===== src/rtl/pc_gen_if.sv =====
// pc_gen_if: request/redirect inputs and PC outputs of the fetch PC generator.
interface pc_gen_if #(parameter int WIDTH = 32);
    logic             stall;
    logic             exc_req;
    logic             eret_req;
    logic [WIDTH-1:0] eret_addr;
    logic             br_req;
    logic [WIDTH-1:0] br_addr;
    logic [WIDTH-1:0] pc;
    logic [WIDTH-1:0] pc_plus;
    logic             redir;
    logic             pend;
    logic             adel;
    modport master (
        output stall, exc_req, eret_req, eret_addr, br_req, br_addr,
        input  pc, pc_plus, redir, pend, adel
    );
    modport slave (
        input  stall, exc_req, eret_req, eret_addr, br_req, br_addr,
        output pc, pc_plus, redir, pend, adel
    );
endinterface


===== src/rtl/pc_gen.sv =====
// pc_gen: IF-stage fetch PC with prioritised redirects and a one-entry stall redirect buffer.
module pc_gen #(
    parameter int               WIDTH     = 32,
    parameter logic [WIDTH-1:0] RESET_VEC = 32'hBFC00000,
    parameter logic [WIDTH-1:0] EXC_VEC   = 32'hBFC00380,
    parameter int               STEP      = 4
) (
    input logic        clk,
    input logic        rst_n,
    pc_gen_if.slave    bus
);
    logic [WIDTH-1:0] pc_q, pc_d, pa_q, pa_d, live_addr;
    logic [1:0]       pcls_q, pcls_d, live_cls;
    logic             redir_q, redir_d;
    assign live_cls  = bus.eret_req ? 2'd2 : bus.br_req ? 2'd1 : 2'd0;
    assign live_addr = bus.eret_req ? bus.eret_addr : bus.br_addr;
    always_ff @(posedge clk or negedge rst_n) begin
        if (!rst_n) begin
            pc_q    <= RESET_VEC;
            pa_q    <= '0;
            pcls_q  <= 2'd0;
            redir_q <= 1'b0;
        end else begin
            pc_q    <= pc_d;
            pa_q    <= pa_d;
            pcls_q  <= pcls_d;
            redir_q <= redir_d;
        end
    end
    // Live request wins ties against the buffered one, both when buffering and when applying.
    always_comb begin
        pc_d    = pc_q;
        pa_d    = pa_q;
        pcls_d  = pcls_q;
        redir_d = 1'b0;
        if (bus.exc_req) begin
            pc_d    = EXC_VEC;
            pa_d    = '0;
            pcls_d  = 2'd0;
            redir_d = 1'b1;
        end else if (bus.stall) begin
            if (live_cls != 2'd0 && live_cls >= pcls_q) begin
                pa_d   = live_addr;
                pcls_d = live_cls;
            end
        end else if (live_cls != 2'd0 || pcls_q != 2'd0) begin
            pc_d    = (live_cls >= pcls_q) ? live_addr : pa_q;
            pa_d    = '0;
            pcls_d  = 2'd0;
            redir_d = 1'b1;
        end else begin
            pc_d = pc_q + WIDTH'(STEP);
        end
    end
    assign bus.pc      = pc_q;
    assign bus.pc_plus = pc_q + WIDTH'(STEP);
    assign bus.redir   = redir_q;
    assign bus.pend    = pcls_q != 2'd0;
    assign bus.adel    = pc_q[1:0] != 2'b00;
endmodule


===== src/flat_wrapper.sv =====
// flat-port wrapper written by rule: the top's interface ports become plain ports
module pc_gen_flat 
#(
    parameter int               WIDTH     = 32,
    parameter logic [WIDTH-1:0] RESET_VEC = 32'hBFC00000,
    parameter logic [WIDTH-1:0] EXC_VEC   = 32'hBFC00380,
    parameter int               STEP      = 4
)
  (clk, rst_n, bus_stall, bus_exc_req, bus_eret_req, bus_eret_addr, bus_br_req, bus_br_addr, bus_pc, bus_pc_plus, bus_redir, bus_pend, bus_adel);
  pc_gen_if #(.WIDTH(WIDTH)) bus_i ();
  input logic clk;
  input logic rst_n;
  input wire logic [$bits(bus_i.stall)-1:0] bus_stall;
  input wire logic [$bits(bus_i.exc_req)-1:0] bus_exc_req;
  input wire logic [$bits(bus_i.eret_req)-1:0] bus_eret_req;
  input wire logic [$bits(bus_i.eret_addr)-1:0] bus_eret_addr;
  input wire logic [$bits(bus_i.br_req)-1:0] bus_br_req;
  input wire logic [$bits(bus_i.br_addr)-1:0] bus_br_addr;
  output wire logic [$bits(bus_i.pc)-1:0] bus_pc;
  output wire logic [$bits(bus_i.pc_plus)-1:0] bus_pc_plus;
  output wire logic [$bits(bus_i.redir)-1:0] bus_redir;
  output wire logic [$bits(bus_i.pend)-1:0] bus_pend;
  output wire logic [$bits(bus_i.adel)-1:0] bus_adel;
  assign bus_i.stall = bus_stall;
  assign bus_i.exc_req = bus_exc_req;
  assign bus_i.eret_req = bus_eret_req;
  assign bus_i.eret_addr = bus_eret_addr;
  assign bus_i.br_req = bus_br_req;
  assign bus_i.br_addr = bus_br_addr;
  assign bus_pc = bus_i.pc;
  assign bus_pc_plus = bus_i.pc_plus;
  assign bus_redir = bus_i.redir;
  assign bus_pend = bus_i.pend;
  assign bus_adel = bus_i.adel;
  pc_gen #(.WIDTH(WIDTH), .RESET_VEC(RESET_VEC), .EXC_VEC(EXC_VEC), .STEP(STEP)) u_core (.clk(clk), .rst_n(rst_n), .bus(bus_i));
endmodule

===== config.mk =====
export PLATFORM = sky130hd
export DESIGN_NAME = pc_gen_flat
export DESIGN_NICKNAME = d
export VERILOG_FILES = /design/src/rtl/pc_gen_if.sv /design/src/rtl/pc_gen.sv /design/src/flat_wrapper.sv
export SDC_FILE = /design/constraint.sdc
export NUM_CORES = 1
export LEC_CHECK = 0
export ABC_CLOCK_PERIOD_IN_PS = 2300
export BUFFER_PORTS_ARGS = -buffer_cell sky130_fd_sc_hd__clkbuf_2
export CORE_AREA = 4 4 124 91
export DETAILED_ROUTE_END_ITERATION = 6
export DIE_AREA = 0 0 128 95
export PLACE_DENSITY = 0.88
export SETUP_SLACK_MARGIN = 0.4
export SLEW_MARGIN = 5
export SYNTH_ARGS = -nofsm -noshare
export SYNTH_HDL_FRONTEND = slang
export SYNTH_SLANG_ARGS = --single-unit

===== constraint.sdc =====
create_clock -name clk -period 2.3 [get_ports clk]
set_input_delay 0.115 -clock clk [delete_from_list [all_inputs] [get_ports clk]]
set_output_delay 0.115 -clock clk [all_outputs]
set_load 0.005 [all_outputs]

# Word level (Yosys, flattened, before mapping)
# Index checks and enable logic that the tools add are counted.
dict set report classes {
  add_sub_neg 1
  n_mul 0
  div 0
  order_cmp 1
  eq_ne 2
  shifts 0
  mux 18
  bitwise 0
  n_reduce_logical 7
}
# operator n
set ops {}
lappend ops {{2-to-1 mux 32 bit} 9}
lappend ops {{adder 32 x 3 -> 32 bit (second input constant)} 1}
lappend ops {{2-to-1 mux 2 bit} 5}
lappend ops {{nonzero test 2 bit} 3}
lappend ops {{2-to-1 mux 1 bit} 4}
lappend ops {{inequality test 3 x 1 -> 1 bit (second input constant)} 1}
lappend ops {{nonzero test 3 bit} 1}
lappend ops {{greater-or-equal comparator 2 bit} 1}
lappend ops {{inequality test 2 x 1 -> 1 bit (second input constant)} 1}
lappend ops {{AND reduction 2 bit} 1}
lappend ops {{logical AND 1 bit} 1}
lappend ops {{logical OR 1 bit} 1}
dict set report totals {
  register_bits 67
  latchBits 0
  ramBits 0
  rom_bits 0
  in_bits 70
  out_inout_bits 67
  mem_count 0
}

# Logic depth before layout (Yosys ltp)
dict set report depth {
  depth_word 7
  ltp_mapped 13
}

# Least setup slack after synthesis
# No wires, ideal clock.
dict set report synth_timing {
  kind {input to register}
  startpoint {in bus_eret_req}
  endpoint {reg u_core.pa_q[0]}
  setup_time_ps 125
  arrival_time_ps 2627
  required_time_ps 2175
  path_slack_ps -452
  cell_stages 11
  path_buffers 4
  path_cell_list {buf_2 > buf_2 > buf_2 > nand2b_1 > ha_1 > nand2b_1 > a21oi_1 > nand2_1 > a21oi_2 > buf_2 > mux2_2}
}
dict set report synth_between {
  elab_chain_len 5
  elab_cells_between_ends 12
  classes_between {order compare (1); eq/ne (1); mux (5); reduce/logical (5)}
}
# element line_no
set synth_rtl {}
lappend synth_rtl {{start: declaration} flat_wrapper.sv:15} ;# input wire logic [$bits(bus_i.eret_req)-1:0] bus_eret_req;
lappend synth_rtl {{2-to-1 mux 2 bit} pc_gen.sv:15} ;# assign live_cls = bus.eret_req ? 2'd2 : bus.br_req ? 2'd1 : 2'd0;
lappend synth_rtl {{greater-or-equal comparator 2 bit or nonzero test 2 bit (tied branches)} {pc_gen.sv:42, pc_gen.sv:46}}
lappend synth_rtl {{logical AND 1 bit or logical OR 1 bit (tied branches)} {pc_gen.sv:42, pc_gen.sv:46}}
lappend synth_rtl {{inequality test 3 x 1 -> 1 bit (no line) or nonzero test 3 bit (tied branches)} n/a}
lappend synth_rtl {{AND reduction 2 bit (no line)} n/a}
lappend synth_rtl {{end signal: assignment} pc_gen.sv:25} ;# pa_q <= pa_d;
lappend synth_rtl {{end: declaration} pc_gen.sv:12} ;# logic [WIDTH-1:0] pc_q, pc_d, pa_q, pa_d, live_addr;
# Several ways; a longest one is shown, not always the timed one. The select of a mux whose other input is x is not followed.
# A chain may end at the register's enable or synchronous reset.

# Worst setup path after layout
dict set report layout_timing {
  startpoint {reg u_core.pcls_q[1]}
  endpoint {reg u_core.pc_q[25] (netlist: u_core.bus.pc[25])}
}
dict set report layout_between {
  elab_chain_len 5
  elab_cells_between_ends 7
  classes_between {order compare (1); mux (4); reduce/logical (2)}
}
# element line_no
set layout_rtl {}
lappend layout_rtl {{start: declaration} pc_gen.sv:13} ;# logic [1:0] pcls_q, pcls_d, live_cls;
lappend layout_rtl {{start signal: assignment} pc_gen.sv:26} ;# pcls_q <= pcls_d;
lappend layout_rtl {{greater-or-equal comparator 2 bit or nonzero test 2 bit (tied branches)} {pc_gen.sv:47, pc_gen.sv:46}}
lappend layout_rtl {{2-to-1 mux 32 bit or logical OR 1 bit (tied branches)} {pc_gen.sv:47, pc_gen.sv:46}}
lappend layout_rtl {{2-to-1 mux 32 bit (*)} pc_gen.sv:46} ;# end else if (live_cls != 2'd0 || pcls_q != 2'd0) begin
lappend layout_rtl {{2-to-1 mux 32 bit (*)} pc_gen.sv:41} ;# end else if (bus.stall) begin
lappend layout_rtl {{2-to-1 mux 32 bit (*)} pc_gen.sv:36} ;# if (bus.exc_req) begin
lappend layout_rtl {{end signal: assignment} pc_gen.sv:24} ;# pc_q <= pc_d;
lappend layout_rtl {{end: declaration} pc_gen.sv:12}
# Every way passes the cells marked *; elsewhere a longest branch is shown, timed or not. The select of a mux whose other input is x is not followed.

==> results <==
- The flow ran to the end, but the final reports show violations.
- The checks that failed: negative setup slack.
- The ratio of total power to cell area is 533 nW/µm².
- For this block, the routed nets add up to 24.3 mm of wire.
- In this run the worst path has a maximum fanout of 23.
- The final worst clock skew is 0.0101 ns.
- Entering global routing, the biggest net connects 68 pins.
- The synthesized netlist occupies a cell area of 4750 µm².
- The detail-routed via count per cell is 6.80.
- The congestion estimate from routability-driven global placement came to 0.885.
- The synthesized design contains 0 enable-type register cells.
- The y dimension of the die is 95 µm.
- For this configuration, the core starts out at a cell density of 47.1%.
- Synthesis instantiated 51 different standard cells from the library.
- The endpoint class of the critical path is a flop.
- The normalized max-slew margin is 49.6%.
- The maximum buffer depth of the clock tree is 2.
- Setup repair after global routing could not meet its margin everywhere.
- The count of non-filler cells in the finished layout is 891.
- The repair_antennas step left the layout with diodes totalling 0.
- For this block, the via count after detailed routing is 6060.
- In this run the remaining antenna-violating nets after routing total 0.
- The fraction of the yosys area taken by sequential cells is 35.5%.
- The clock latency reported for the late side of the worst-skew pair is 0.36 ns.
- STA puts the critical path data arrival time at 2.67 ns.
- Leaving out fill and tap cells, the most frequent cells in the layout are clkbuf_2, buf_4, mux2i_1, dfrtp_1, nor2_1.
- In this run the standard cell core region covers 10100 µm².
- The all-layer global routing usage is 31.6%.
- Counting flops and latches in the post-synthesis netlist gives 67.
- The boundary pin count is 137.
- The average routed wire per standard cell is 27.3 µm.
- The final critical path takes up 104% of the cycle.
- The final-report hold violation count is 0.
- The synthesized netlist cell count is 528.
- The maximum resistive drop on vdd is 0.413 mV.
- The H-tree depth is 3.
- The total number of clock tree sinks is 67.
- After clock tree synthesis, the clock-pin slew on the worst setup and hold paths is 0.06 ns.
- The final count of pins violating max slew is 0.
- The kind of start point of the critical path is a flop.
- The total power of the final layout is 4.29 mW.
- The total grt overflow is 0.
- The finished cells cover 8040 µm².
- The post-synthesis net count is 601.
- The number of cells after detailed placement is 782.
- Once routing completed, OpenROAD measured the worst setup slack at -0.0957 ns.
- The final critical path time including I/O delays and setup is 2.40 ns.
- The number of nets in the final layout is 827.
- The commonest non-fill, non-tap cell in the layout is clkbuf_2.
- For this block, the initial DRC count from the detailed router was 924.
- The synthesized area divided by synthesized cell count is 9.00 µm².
- The kind of critical path is flop to flop.
- The leakage power of the design is 3.69 nW.
- The total of fill cells in the finished design is 550.
- The initial antenna violation count is 0.
- The total CTS buffers is 9.
- The global-route wire length before repair is 29.6 mm.
- From synthesis to final layout, the design area changed by 69.2%.
- For this run, asynchronously set or reset flops after synthesis account for 100%.
- Port buffering added 136 buffers.
- The final-report setup violation count is 6.
- The post-detailed-placement half-perimeter wirelength is 11.3 mm.
- The die extent in x is 128 µm.
- In the routed design, unresolved DRC markers number 0.
- The tool flagged a number of max-cap violations equal to 0.
- The cell sitting at the root of the clock tree is a clkbuf_16.
- The floorplan has 31 rows.
- For this run, the number of Yosys warnings is 0.
- The via count of the first global-routing pass is 5529.
- The most used flip-flop cell after synthesis is dfrtp_1.
- The iteration count of the initial detailed-routing pass is 7.
- Once placement finished, the instance area stood at 5830 µm².
- The required time at the worst-slack endpoint is 2.58 ns.
- For this run, the top clock speed supported by timing is 417 MHz.
- The worst min-delay path class is input port to flop.
- Cells with a size suffix above 1 make up 59.9% of the layout.
- The CTS tree is done.
- The floorplan step defined a die boundary enclosing 12200 µm².
- For the pin with the worst max-slew slack, the measured transition is 0.750 ns.
-- per-layer routing --
| layer | global-route usage [%] | vias to the layer above | wire length [µm] |
|---|---|---|---|
| met1 | 39.4 | 2851 | 8500 |
| met2 | 50.5 | 635 | 10700 |
| met5 | 0 | - | 0 |
| li1 | - | 2373 | - |
| met3 | 9.10 | 201 | 3340 |
| met4 | 15.5 | 0 | 1840 |
-- critical path, stage by stage (launching register included) --
cell       delay [ns]
dfrtp_1          0.40
buf_4            0.16
nor4_4           0.69
clkbuf_16        0.35
nand2_1          0.07
nor4_1           0.38
a21oi_2          0.07
o32a_1           0.19
-- flip-flops by register name, indices dropped and copies added (netlist names) --
register          cells
u_core.pa_q          32
u_core.bus.pc        32
u_core.bus.redir      1
u_core.pcls_q         2
-- through the flow --
stage                     TNS [ns]  utilization (%)  hold WS [ns]  setup WS [ns]
after floorplan                  0                -        -0.181          0.193
after global placement           0             57.8         0.166          0.211
after detailed placement         0             57.8         0.176          0.160
after CTS                        0             70.7         0.146          0.126
after global routing        -0.250             79.7         0.217        -0.0878
final                       -0.271             79.7         0.183        -0.0957
-- path summary, 6_finish.rpt --
kind                                       start           endpoint  slack (ns)  cells after the start
worst max-delay path            u_core.pcls_q[1]  u_core.bus.pc[25]        -0.1                      7
worst min-delay path             bus_br_addr[29]    u_core.pa_q[29]        0.18                      4
worst max register to register  u_core.pcls_q[1]  u_core.bus.pc[25]        -0.1                      7
worst min register to register   u_core.pa_q[26]    u_core.pa_q[26]        0.52                      1
max in group asynchronous                  rst_n  u_core.bus.pc[16]        1.63                      3
min in group asynchronous                  rst_n    u_core.pa_q[29]        0.30                      3
-- report_power, final --
part	switching [mW]	total, mW	leakage [nW]	internal [mW]
registers	0.113	1.40	0.841	1.28
clock network	0.575	1.43	0.152	0.859
logic	0.772	1.46	2.69	0.686
total	1.46	4.29	3.69	2.83
-- synth_stat cells (10+ instances only) --
master,n,share of area [%]
dfrtp_1,58,31
mux2i_1,49,10
nand2_1,44,3.5
nor2_1,43,3.4
mux2_2,33,7.8
a21oi_1,30,3.2
clkbuf_1,26,2.1
inv_1,24,1.9
xnor2_1,17,3.1
a211oi_1,14,2.2
nand2b_1,14,1.8
buf_2,12,1.3
nand3_1,11,1.2
xor2_1,11,2.0
a31oi_1,10,1.3
nor3_1,10,1.1
nor4_1,10,1.3
o32ai_1,10,1.8
-- cells by family (layout without fill, tap and decap cells) --
kind of cell               after synthesis  in the layout  synth area share [%]
muxes                                   82             82                  18.1
and+or+nand+nor                        175            175                  19.2
DFF                                     67             67                  35.5
AOI/OAI and AO/OA                      103            103                  15.1
adders and majority gates                3              3                 0.790
buffers and inverters                   70            301                  6.11
xor gates and xnor gates                28             28                  5.16
-- cell type report --
class / count / area [µm²] / area share (%)
sequential: 67 / 1710 / 21.2
tap: 132 / 165 / 2.05
multi-input combinational: 391 / 3780 / 47.0
inverter: 25 / 93.8 / 1.17
clock buffer: 10 / 239 / 2.97
timing repair buffer: 260 / 2010 / 24.9
clock inverter: 6 / 55.1 / 0.685
-- timing repair --
action                                  CTS  global route
hold endpoints to repair                 58             0
cloned                                    6             3
pin swaps                                29            38
setup buffers                            59            24
hold buffers                              1             0
endpoints found under the setup margin   86            89
resized for setup                       103           132
(Power assumes the default switching activity.)
